File: config.mk
export PLATFORM = sky130hd
export DESIGN_NAME = pipe_hazard_ctrl
export DESIGN_NICKNAME = d
export VERILOG_FILES = /design/src/rtl/pipe_hazard_ctrl_pkg.sv /design/src/rtl/pipe_hazard_ctrl_scoreboard.sv /design/src/rtl/pipe_hazard_ctrl.sv
export SDC_FILE = /design/constraint.sdc
export NUM_CORES = 1
export LEC_CHECK = 0
export ABC_AREA = 1
export CAP_MARGIN = 20
export CORE_MARGIN = 8
export CORE_UTILIZATION = 55
export CTS_CLUSTER_DIAMETER = 30
export DETAILED_ROUTE_END_ITERATION = 10
export PLACE_DENSITY = 0.84
export SYNTH_ARGS = -nofsm -noshare
export SYNTH_HDL_FRONTEND = slang
export SYNTH_SLANG_ARGS = --single-unit
File: constraint.sdc
create_clock -name clk -period 4.95 [get_ports clk]
set_input_delay 0.495 -clock clk [delete_from_list [all_inputs] [get_ports clk]]
set_output_delay 0.495 -clock clk [all_outputs]
set_load 0.01 [all_outputs]
File: src/rtl/pipe_hazard_ctrl_pkg.sv
// pipe_pkg: shared types and constants for the pipeline issue/stall controller.
//   state_t         issue FSM states (RUN, DRAIN, HALTED)
//   ASIZE / NREG    register-file address width and register count
//   BUBBLE_*        control encoding loaded into ID/EXE for a bubble
package pipe_pkg;

    localparam int ASIZE = 5;
    localparam int NREG  = 2 ** ASIZE;

    typedef enum logic [1:0] {RUN, DRAIN, HALTED} state_t;

    localparam logic [3:0] BUBBLE_ALUOP  = 4'd0;
    localparam logic       BUBBLE_ALUSRC = 1'b0;

endpackage

File: src/rtl/pipe_hazard_ctrl_scoreboard.sv
// reg_scoreboard: per-register busy bits for outstanding writes.
//   clk, rst            clock, async active-high reset
//   set_en / set_addr   mark a register busy (issued write)
//   clr_en / clr_addr   clear a register (WB retire); set wins on collision
//   raddr1/raddr2/waddr lookup ports -> busy1/busy2/busyw
//   busy_vec            full scoreboard
module reg_scoreboard #(
    parameter int ASIZE   = pipe_pkg::ASIZE,
    parameter bit R0_ZERO = 1'b1
) (
    input  logic                  clk,
    input  logic                  rst,
    input  logic                  set_en,
    input  logic [ASIZE-1:0]      set_addr,
    input  logic                  clr_en,
    input  logic [ASIZE-1:0]      clr_addr,
    input  logic [ASIZE-1:0]      raddr1,
    input  logic [ASIZE-1:0]      raddr2,
    input  logic [ASIZE-1:0]      waddr,
    output logic                  busy1,
    output logic                  busy2,
    output logic                  busyw,
    output logic [2**ASIZE-1:0]   busy_vec
);

    localparam int NREG = 2 ** ASIZE;

    logic [NREG-1:0] set_mask;
    logic [NREG-1:0] clr_mask;

    always_comb begin
        set_mask = (set_en && !(R0_ZERO && set_addr == '0)) ? (NREG'(1) << set_addr) : '0;
        clr_mask = clr_en ? (NREG'(1) << clr_addr) : '0;
    end

    always_ff @(posedge clk or posedge rst) begin
        if (rst)
            busy_vec <= '0;
        else
            busy_vec <= (busy_vec & ~clr_mask) | set_mask;
    end

    // Register 0 is hard-wired, so it never reports busy even if queried.
    assign busy1 = busy_vec[raddr1] & ~(R0_ZERO && raddr1 == '0);
    assign busy2 = busy_vec[raddr2] & ~(R0_ZERO && raddr2 == '0);
    assign busyw = busy_vec[waddr]  & ~(R0_ZERO && waddr  == '0);

endmodule

File: src/rtl/pipe_hazard_ctrl.sv
// pipe_hazard_ctrl: issue/stall controller beside the ID/EXE register.
//   id_*            ID-stage instruction (valid, sources, dest, write enable)
//   wb_valid/waddr  register write retiring in WB
//   halt_req        level request to drain and halt issue; halt_ack when done
//   issue           ID instruction moves into ID/EXE
//   pc_hold/ifid_hold  freeze front end on a stall
//   idexe_bubble    ID/EXE loads zero controls
//   busy_vec        scoreboard, stall_cnt saturating stall count, wd_err sticky
module pipe_hazard_ctrl #(
    parameter int ASIZE    = pipe_pkg::ASIZE,
    parameter bit R0_ZERO  = 1'b1,
    parameter int CNT_W    = 16,
    parameter int WD_LIMIT = 64
) (
    input  logic                 clk,
    input  logic                 rst,
    input  logic                 id_valid,
    input  logic [ASIZE-1:0]     id_raddr1,
    input  logic [ASIZE-1:0]     id_raddr2,
    input  logic                 id_uses_r2,
    input  logic [ASIZE-1:0]     id_waddr,
    input  logic                 id_wen,
    input  logic                 wb_valid,
    input  logic [ASIZE-1:0]     wb_waddr,
    input  logic                 halt_req,
    output logic                 issue,
    output logic                 pc_hold,
    output logic                 ifid_hold,
    output logic                 idexe_bubble,
    output logic                 halt_ack,
    output logic [2**ASIZE-1:0]  busy_vec,
    output logic [CNT_W-1:0]     stall_cnt,
    output logic                 wd_err
);

    import pipe_pkg::*;

    localparam int             RW     = $clog2(WD_LIMIT + 1);
    localparam logic [RW-1:0]  WD_MAX = RW'(WD_LIMIT);

    state_t          state, state_nxt;
    logic            busy1, busy2, busyw, hazard, stall;
    logic [RW-1:0]   run_cnt, run_nxt;

    reg_scoreboard #(.ASIZE(ASIZE), .R0_ZERO(R0_ZERO)) u_sb (
        .clk      (clk),
        .rst      (rst),
        .set_en   (issue & id_wen),
        .set_addr (id_waddr),
        .clr_en   (wb_valid),
        .clr_addr (wb_waddr),
        .raddr1   (id_raddr1),
        .raddr2   (id_raddr2),
        .waddr    (id_waddr),
        .busy1    (busy1),
        .busy2    (busy2),
        .busyw    (busyw),
        .busy_vec (busy_vec)
    );

    // No WB bypass: a source cleared this cycle still stalls one more cycle.
    assign hazard       = id_valid & (busy1 | (id_uses_r2 & busy2) | (id_wen & busyw));
    assign issue        = (state == RUN) & id_valid & ~hazard;
    assign stall        = id_valid & ~issue;
    assign pc_hold      = stall;
    assign ifid_hold    = stall;
    assign idexe_bubble = ~issue;
    assign halt_ack     = (state == HALTED);

    always_comb begin
        state_nxt = state;
        state_nxt = (state == RUN)                      ? (halt_req ? DRAIN : RUN) :
                    !halt_req                           ? RUN :
                    (state == DRAIN && busy_vec == '0)  ? HALTED : state;
    end

    // Run length counts only RUN-state hazard stalls; drain stalls are expected.
    always_comb begin
        run_nxt = run_cnt;
        run_nxt = (!id_valid || issue)                            ? '0 :
                  (state == RUN && hazard && run_cnt != WD_MAX)   ? run_cnt + RW'(1) : run_cnt;
    end

    always_ff @(posedge clk or posedge rst) begin
        if (rst) begin
            state     <= RUN;
            stall_cnt <= '0;
            run_cnt   <= '0;
            wd_err    <= 1'b0;
        end else begin
            state     <= state_nxt;
            stall_cnt <= (stall && stall_cnt != '1) ? stall_cnt + CNT_W'(1) : stall_cnt;
            run_cnt   <= run_nxt;
            wd_err    <= wd_err | (run_nxt == WD_MAX);
        end
    end

endmodule

==> reports/qor.txt, run 1 <==
Crit path capture type -> output port
Post-CTS Setup Repair Bufs -> 0
Total CTS buffers -> 9
Maxcap violations -> 0
Normalized max-slew margin -> 43.76%
Clock power share -> 31.9%
Seq/Total Area, Yosys -> 34.04%
Path category of the worst min-delay check -> flop to flop
Critical path arrival -> 3.33 ns
Via count -> 4713
Post-CTS resize count -> 0
Number of buffers added on ports -> 80
Number of instances in the synthesized netlist -> 645
Pre-CTS setup slack -> 1.166 ns
Setup TNS -> 0 ns
Number of antenna violations at the first check in global routing -> 0
Hold Slack -> 0.4835 ns
Total Routing Usage GR -> 24.59%
Routed wire length -> 13240 um
Antenna Cells -> 0
Pin count of the biggest net entering global routing -> 59
Switch Pwr -> 0.5379 mW
Comb pwr share -> 29.5%
Worst reg2reg endpoint -> u_sb.busy_vec[28]
Crit-path max FO -> 23
Switching share of total power -> 34.55%
Final worst path period share -> 77.27%
Share of final-layout standard cells stronger than drive strength 1 -> 4.875%
Worst-Margin Slew -> 0.8410 ns
Element type at the critical path start -> input port
DPL Wire Length -> 9839 um
FP Rows -> 32
Depth of the worst register-to-register path -> 15
Floorplan die height -> 104.1 um
Area of the die -> 0.01083 sq mm
Status -> finished clean
Number of flip-flops and latches in the synthesized netlist -> 58
Time the worst path needs with I/O delays and setup -> 3.825 ns
Sequential group share of total power -> 38.6%
Ys Warns -> 0
Worst Path Class, Setup -> input port to output port
Global-route wire length before repair -> 22060 um
Pins Over Slew Limit -> 0
Post-route core utilization -> 69.13%
First-pass iteration count of the detailed router -> 5
Origin of the critical flop-to-flop path -> u_sb.busy_vec[17]
Clk slew on worst S/H paths -> 0.07 ns
Cell depth of the worst hold path -> 2
HP Start -> wd_err
Post-Synthesis Net Count -> 675
Post-route clock skew -> 0.01468 ns
Remaining number of nets flagged by the antenna check after routing -> 0
Cell area after synthesis -> 0.004264 sq mm
Clock insertion delay at the later pin of the skew report -> 0.34 ns
Internal power consumption -> 1.019 mW
Power density of the placed cells -> 296.0 mW/mm^2
Horizontal die dimension -> 104.1 um
Mean Syn Cell Area -> 6.611 sq um
TritonCTS clock tree -> done
WP data required -> 4.45 ns
Final count of negative-setup-slack endpoints -> 0
Htree depth -> 3
GRT Residual Overflow -> 0
Initial standard-cell utilization of the core -> 56.05%
Worst R2R Setup Slack -> 2.40 ns
Area added between synthesis and finish -> 23.33%
Number of hold buffers added after CTS -> 0
Leak Pwr -> 2.551 nW
Worst-case setup margin in the final layout -> 1.125 ns
End point of the most critical hold path -> wd_err
Core region area -> 0.007607 sq mm
Maximum number of buffers from clock root to sink -> 2
Final layout net count -> 743
Cell variety after synth -> 34
Final weighted congestion in routability-driven placement -> 1.076
Top achievable clock speed -> 261.4 MHz
Vias in the first global route -> 4447
Clock net sink count -> 58
Routed wirelength normalized by instance count -> 16.14 um
Number of hold violations in the final report -> 0
Maximum ir drop on the vdd rail -> 0.2810 mV
Unrepaired setup endpoints after global routing -> no
Via-per-instance ratio -> 5.748
Remaining DRCs -> 0
Cell at the root of the clock tree -> clkbuf_8
I/O pin count -> 81
Iter 0 DRT Violations -> 362
## logic make-up (layout without fill, tap and decap cells)
logic type	count (synthesis)	in the layout	share of synthesized area (%)
compound gates	69	69	8.216
xor+xnor	18	18	3.697
fa+ha+maj	3	3	0.8804
buf+inv	115	188	12.09
flops	58	58	34.04
simple gates	382	382	41.08
## registers in the layout, indices dropped and copies added, names as in the netlist
name           count
u_sb.busy_vec     32
stall_cnt         16
run_cnt            7
state              2
wd_err             1
## per-stage QoR
step                total power [mW]  instances  instance area [sq um]
floorplan                     0.8525        645                   4264
global route                   1.641        820                   5259
finish                         1.557        820                   5259
CTS                            1.562        820                   5259
detailed placement             1.060        804                   5032
global placement               1.048        804                   5032
## cells in the final DEF, fill, tap and decap left out, types with 2 or more instances in the layout
cell	synthesis	routed
nand2_1	184	184
nand3_1	94	94
inv_1	82	81
clkdlybuf4s50_1	0	80
dfrtp_1	58	58
o21ai_0	51	51
nor2_1	37	37
nor3_1	28	28
nand4_1	19	19
a21oi_1	13	13
xor2_1	13	13
clkbuf_8	0	10
nor4_1	6	6
inv_2	4	5
xnor2_1	5	5
nor3_2	4	4
clkinv_1	3	3
o21ai_1	3	3
ha_1	3	3
nor2_8	2	2
bufinv_16	0	2
clkinvlp_4	0	2
buf_4	5	2
## routing by layer
| layer | GRT usage, % | vias up | share of wire, % |
|---|---|---|---|
| met3 | 7.249 | 26 | 11 |
| met1 | 32.02 | 2189 | 42 |
| met4 | 9.824 | 0 | 2.3 |
| met2 | 37.31 | 265 | 45 |
| li1 | - | 2233 | - |
| met5 | 0 | - | 0 |
## worst max-delay path, cell delays in order
cell	delay (ns)
clkdlybuf4s50_1	0.73
inv_1	0.28
nand2_1	0.20
inv_1	0.15
nand2_1	0.06
nand3_1	0.09
nand3_1	0.07
nand3_1	0.11
nand3_1	0.13
nand3_4	0.19
nor2_8	0.06
nor2_8	0.17
clkdlybuf4s50_1	0.58
## how the worst max path moves through the flow
stage	startpoint	end	slack (ns)	cells after the start
final	id_waddr[0]	ifid_hold	1.13	13
after detailed placement	id_waddr[0]	ifid_hold	1.17	13
after global routing	id_waddr[0]	ifid_hold	0.86	13
after floorplan	id_raddr2[1]	pc_hold	2.63	13
after global placement	id_waddr[0]	issue	1.23	12
after CTS	id_waddr[0]	ifid_hold	1.17	13
## synthesized netlist by cell type
library cell,count,area (sq um)
a21oi_1,13,65.06
buf_1,2,7.510
buf_2,2,10.01
buf_4,5,37.54
buf_6,8,90.09
clkbuf_1,8,30.03
clkinv_1,3,11.26
dfrtp_1,58,1451
ha_1,3,37.54
inv_1,82,307.8
inv_2,4,15.01
inv_4,1,6.260
nand2_1,184,690.7
nand2_2,1,6.260
nand2_4,1,11.26
nand3_1,94,470.5
nand3_4,1,17.52
nand3b_1,1,7.510
nand4_1,19,118.9
nor2_1,37,138.9
nor2_2,1,6.260
nor2_4,1,11.26
nor2_8,2,40.04
nor3_1,28,140.1
nor3_2,4,40.04
nor3b_1,1,7.510
nor4_1,6,37.54
o211ai_1,1,7.510
o21a_1,1,7.510
o21ai_0,51,255.2
o21ai_1,3,15.01
or4_1,1,7.510
xnor2_1,5,43.79
xor2_1,13,113.9
## layout make-up
class / instances / area, sq um
Clock buffer: 10 / 137.6
Timing Repair Buffer: 82 / 815.8
Clock inverter: 6 / 88.84
Sequential cell: 58 / 1451
Multi-Input combinational cell: 472 / 2297
Inverter: 90 / 340.3
Fill cell: 652 / 2349
Tap cell: 102 / 127.6
## power groups by stage
| stage | Clock (mW) | Combinational (mW) | Sequential [mW] |
|---|---|---|---|
| after global routing | 0.525 | 0.509 | 0.606 |
| after detailed placement | 0 | 0.454 | 0.606 |
| after CTS | 0.505 | 0.459 | 0.598 |
| after global placement | 0 | 0.442 | 0.605 |
| final | 0.497 | 0.459 | 0.601 |
| after floorplan | 0 | 0.245 | 0.608 |
Note: power is estimated with default switching activity, not from simulation.
==> run 2: changes to the inputs <==
Settings changed: CORE_UTILIZATION 55 to 48, PLACE_DENSITY 0.84 to 0.78.
Clock period 4.95 ns to 3.3 ns, I/O delays scaled along.
==> reports/qor.txt, run 2 (synthesis results as in run 1) <==
Startpoint of the most critical setup path -> id_waddr[1]
Final layout net count -> 757 (+1.9%)
Clock power share -> 31.9% (about the same)
Number of hold violations in the final report -> 0 (unchanged)
Hold Slack -> 0.4215 ns (-0.06194 ns)
Final worst path period share -> 94.63%
Origin of the critical flop-to-flop path -> u_sb.busy_vec[28]
First-pass iteration count of the detailed router -> 5 (unchanged)
Top achievable clock speed -> 320.2 MHz
Worst R2R Setup Slack -> 0.92 ns (-1.48 ns)
Element type at the critical path start -> input port
Path category of the worst min-delay check -> input port to asynchronous set/reset pin
Most frequent cell on the critical path -> nand3_1
Filler cell count -> 803 (+23%)
I/O pin count -> 81 (unchanged)
Maximum ir drop on the vdd rail -> 0.3792 mV (+35%)
Post-CTS Setup Repair Bufs -> 0 (unchanged)
Largest stage delay on the critical path -> 0.58 ns (-0.15 ns)
Floorplan die height -> 110.3 um (+6.0%)
Horizontal die dimension -> 110.3 um (+6.0%)
Register area -> 0.001451 sq mm (unchanged)
Leak Pwr -> 2.626 nW (+2.9%)
Global-route wire length before repair -> 22710 um (+3.0%)
Internal power consumption -> 1.559 mW (+53%)
Remaining number of nets flagged by the antenna check after routing -> 0 (unchanged)
Switching share of total power -> 33.82% (-0.73 points)
Crit path capture type -> output port
Number of buffers added on ports -> 80 (unchanged)
Leading cell types in the layout, fill and taps excluded -> nand2_1 (184), nand3_1 (94), inv_1 (81)
Htree depth -> 3 (unchanged)
Pin count of the biggest net entering global routing -> 35 (-41%)
Setup TNS -> 0 ns (unchanged)
Via-per-instance ratio -> 5.699 (-0.85%)
Met3 Resource Use GR -> 5.291% (-2.0 points)
Area of the die -> 0.01216 sq mm (+12%)
Initial standard-cell utilization of the core -> 49.13% (-6.9 points)
Routed wirelength normalized by instance count -> 16.66 um (+3.2%)
Time the worst path needs with I/O delays and setup -> 3.123 ns
Largest registers in the final layout -> u_sb.busy_vec x32, stall_cnt x16, run_cnt x7
GRT Residual Overflow -> 0 (unchanged)
Number of hold buffers added after CTS -> 0 (unchanged)
Global routing's busiest layer -> met2
Antenna Cells -> 0 (unchanged)
Area of combinational cells with multiple inputs -> 0.002297 sq mm (unchanged)
Crit-path max FO -> 10 (-57%)
Sequential group share of total power -> 38.5% (about the same)
Final weighted congestion in routability-driven placement -> 0.9518 (-12%)
Post-route clock skew -> 0.01398 ns (-0.0006968 ns)
Slowest stage cell on the critical path -> clkdlybuf4s50_1
Via count -> 4787 (+1.6%)
Worst reg2reg endpoint -> stall_cnt[15]
Pins Over Slew Limit -> 0 (unchanged)
Normalized max-slew margin -> 52.87% (+9.1 points)
Number of antenna violations at the first check in global routing -> 0 (unchanged)
Worst path cell trace -> clkdlybuf4s50_1 -> inv_2 -> nand2_1 -> nor2_1 -> nor2_1 -> nand3_1 -> nand3_1 -> nand3_1 -> nand3_1 -> nand3_4 -> nor2_8 -> nor2_8 -> clkdlybuf4s50_1
Vias in the first global route -> 4484 (+0.83%)
Cell at the root of the clock tree -> clkbuf_8
Maxcap violations -> 0 (unchanged)
Switch Pwr -> 0.7967 mW (+48%)
Post-CTS resize count -> 0 (unchanged)
DPL Wire Length -> 10550 um (+7.2%)
Met1 routing resource usage after global routing -> 32.06% (+0.033 points)
Depth of the worst register-to-register path -> 15 (unchanged)
Critical path arrival -> 2.79 ns (-0.54 ns)
Worst Path Class, Setup -> input port to output port
Met2 Track Usage GR -> 36.04% (-1.3 points)
Area added between synthesis and finish -> 26.03%
Clock insertion delay at the later pin of the skew report -> 0.34 ns (about the same)
Routed wire length -> 13990 um (+5.7%)
Total Routing Usage GR -> 23.67% (-0.92 points)
Total CTS buffers -> 9 (unchanged)
Unrepaired setup endpoints after global routing -> no
Share of final-layout standard cells stronger than drive strength 1 -> 6.557% (+1.7 points)
Worst-Margin Slew -> 0.7059 ns (-0.1351 ns)
Status -> finished clean
Core region area -> 0.008678 sq mm (+14%)
Clk slew on worst S/H paths -> 0.07 ns (about the same)
Iter 0 DRT Violations -> 286 (-21%)
Flip-flop count of the largest register after layout -> 32 (unchanged)
FP Rows -> 34 (+6.3%)
Reg with most FFs -> u_sb.busy_vec
Maximum number of buffers from clock root to sink -> 2 (unchanged)
Comb pwr share -> 29.6% (about the same)
TritonCTS clock tree -> done
Remaining DRCs -> 0 (unchanged)
Final count of negative-setup-slack endpoints -> 0 (unchanged)
Power density of the placed cells -> 438.3 mW/mm^2 (+48%)
Most common cell after layout, fill and taps aside -> nand2_1
Clock net sink count -> 58 (unchanged)
WP data required -> 2.97 ns (-1.48 ns)
==> run 2: metrics by stage <==
step                utilization [%]  instance area [sq um]  std cells  power (mW)  setup WS, ns
finish                        61.92                   5374        840       2.356        0.1773
global route                  61.92                   5374        840       2.490       0.01248
CTS                           61.75                   5359        838       2.361        0.1743
detailed placement            59.11                   5130        822       1.604        0.1863
global placement              59.11                   5130        822       1.591        0.2168
floorplan                         -                   4264        645       1.279         1.282
==> run 2: final cells by class <==
cell class	count	share of cell area, %
timing repair buffer	96	17.14
clock inverter	4	1.374
tap	108	2.515
multi-input combinational	472	42.75
inverter	90	6.333
sequential	58	27.01
clock buffer	12	2.887
==> run 2: worst max path at each step <==
stage	slack, ns	end	cells after the start
4_1_cts	0.17	ifid_hold	13
3_3_place_gp	0.22	issue	12
5_1_grt	0.01	ifid_hold	13
3_5_place_dp	0.19	ifid_hold	13
6_report	0.18	ifid_hold	13
2_1_floorplan	1.28	stall_cnt[12]	16
==> run 2: layer usage <==
metal,routed length [um],vias up
li1,-,2263
met1,5957,2234
met2,6323,259
met3,1370,31
met4,342,0
met5,0,-
==> run 2: worst max-delay path: cells and delay by family <==
family / cells / cell delay, ns
buffers and inverters: 3 / 1.35
AND/OR/NAND/NOR: 10 / 1.09
==> run 2: power by group through the flow <==
stage	combinational [mW]	sequential (mW)	clock, mW
after floorplan	0.367	0.912	0
after global placement	0.679	0.912	0
after detailed placement	0.690	0.913	0
after CTS	0.696	0.902	0.763
after global routing	0.774	0.916	0.800
final	0.698	0.907	0.751
==> edit, RTL diff (config.mk and constraints of run 1) <==
`R0_ZERO` is set to 1'b1 in 2 places; all go to 1'b0.
--- a/src/rtl/pipe_hazard_ctrl_scoreboard.sv
+++ b/src/rtl/pipe_hazard_ctrl_scoreboard.sv
@@ -7,5 +7,5 @@
 module reg_scoreboard #(
     parameter int ASIZE   = pipe_pkg::ASIZE,
-    parameter bit R0_ZERO = 1'b1
+    parameter bit R0_ZERO = 1'b0
 ) (
     input  logic                  clk,
--- a/src/rtl/pipe_hazard_ctrl.sv
+++ b/src/rtl/pipe_hazard_ctrl.sv
@@ -9,5 +9,5 @@
 module pipe_hazard_ctrl #(
     parameter int ASIZE    = pipe_pkg::ASIZE,
-    parameter bit R0_ZERO  = 1'b1,
+    parameter bit R0_ZERO  = 1'b0,
     parameter int CNT_W    = 16,
     parameter int WD_LIMIT = 64
Behaviour: not the same (Yosys sat finds a counterexample within 4 cycles, from zero or initial values and one cycle with rst high).
==> edit against run 1 <==
- sequential cell count is the same
- first-iteration DRC count grew 6.1%
- worst hold slack lost 0.014 ns
- critical path depth is the same
- total power grew 0.13%
- wire length grew 4.4%
- largest power group unchanged
- clock skew is essentially flat
- register-to-register slack gained 0.14 ns
- utilization shrank 0.76 points
- clock power shrank 19%
- area after synthesis shrank 0.59%
- final area shrank 1.1%
- largest cell class unchanged
- critical path type unchanged
- setup slack gained 0.098 ns
==> edit: results (changes against run 1) <==
stage,metric,value,unit,change
power,Peak VDD IR,347,uV,+23%
power,seq pwr,0.643,mW,+7.0%
critical_path,max incr delay on CP,0.73,ns,about the same
placed_design,dpl ws,1.24,ns,+0.0700 ns
power,clock share of power,25.9,%,-6.0 points
yosys,Synthesized Nets,658,,-2.5%
global_route,via count of the first global-routing pass,4481,,+0.76%
yosys,synth cell count leaders,"nand2_1, nand3_1, dfrtp_1, inv_1, o21ai_0",,
yosys,Yosys warnings,0,,unchanged
power,Cell Pwr Density,300,mW/mm^2,+1.2%
global_route,global-route wire length before repair,22.6,mm,+2.3%
detailed_routing,DR iter-0 viols,384,,+6.1%
sta,Max-slew headroom,51.2,%,+7.5 points
cells_and_area,Layout Nets,727,,-2.2%
detailed_routing,routed wire length,13.8,mm,+4.4%
power,Net Switching,0.605,mW,+12%
power,Leakage,2.48,nW,-2.8%
sta,Clock Skews,0.0142,ns,-0.000498 ns
cts,cts bufs inserted,9,,unchanged
detailed_routing,Via density,5.75,,+0.11%
cts,Post-CTS Setup Repair Bufs,0,,unchanged
cells_and_area,layout cell share with drive strength beyond 1,6.55,%,+1.7 points
critical_path,Critical Path AT,3.23,ns,-0.10 ns
yosys,sequential cell area fraction in the yosys report,34.2,%,+0.20 points
critical_path,Critical Path Fanout Max,21,,-8.7%
yosys,Cell variety after synth,31,,-8.8%
placed_design,DP HPWL,10.1,mm,+2.3%
cts,hold_buf cts,0,,unchanged
yosys,ranking of synthesized cells by area,"dfrtp_1, nand2_1, nand3_1",,
status,status,completed,,
global_route,Total GRT Usage,25.6,%,+1.1 points
edit: worst paths after layout:
path | start | to | slack, ns | depth (start not counted)
worst max-delay path | id_raddr1[0] | pc_hold | 1.22 | 13
worst min-delay path | wd_err | wd_err | 0.47 | 2
worst max register to register | u_sb.busy_vec[22] | stall_cnt[12] | 2.54 | 14
worst min register to register | wd_err | wd_err | 0.47 | 2
max in group asynchronous | rst | u_sb.busy_vec[31] | 3.79 | 3
min in group asynchronous | rst | stall_cnt[3] | 0.67 | 3
edit: kinds of logic after synthesis:
family | synth area share (%)
DFF | 34.2
buffers and inverters | 9.86
xor gates and xnor gates | 4.66
and+or+nand+nor | 44.4
adders and majority gates | 0.886
AOI/OAI and AO/OA | 5.96
edit: stage by stage:
stage	cells	area [um^2]	hold WS, ns
2_1_floorplan	628	4240	0.489
3_3_place_gp	788	5020	0.449
3_5_place_dp	788	5020	0.457
4_1_cts	804	5200	0.474
5_1_grt	804	5200	0.507
6_report	804	5200	0.469
edit: tightest hold or removal path, stage by stage (launching register included):
cell     delay [ns]
dfrtp_1        0.35
inv_1          0.04
nand2_1        0.05
edit: layer usage:
layer / track usage, % / up-vias / part of all wire (%)
li1: - / 2201 / -
met1: 32.2 / 2114 / 40
met2: 39.6 / 269 / 46
met3: 7.50 / 42 / 11
met4: 12.0 / 0 / 3.2
met5: 0 / - / 0
edit: layout make-up:
| type | count | area [um^2] |
|---|---|---|
| tap | 102 | 128 |
| sequential | 58 | 1450 |
| multi-input combinational | 482 | 2370 |
| timing repair buffer | 84 | 831 |
| inverter | 62 | 243 |
| clock buffer | 10 | 138 |
| clock inverter | 6 | 41.3 |
| fill | 676 | 2410 |
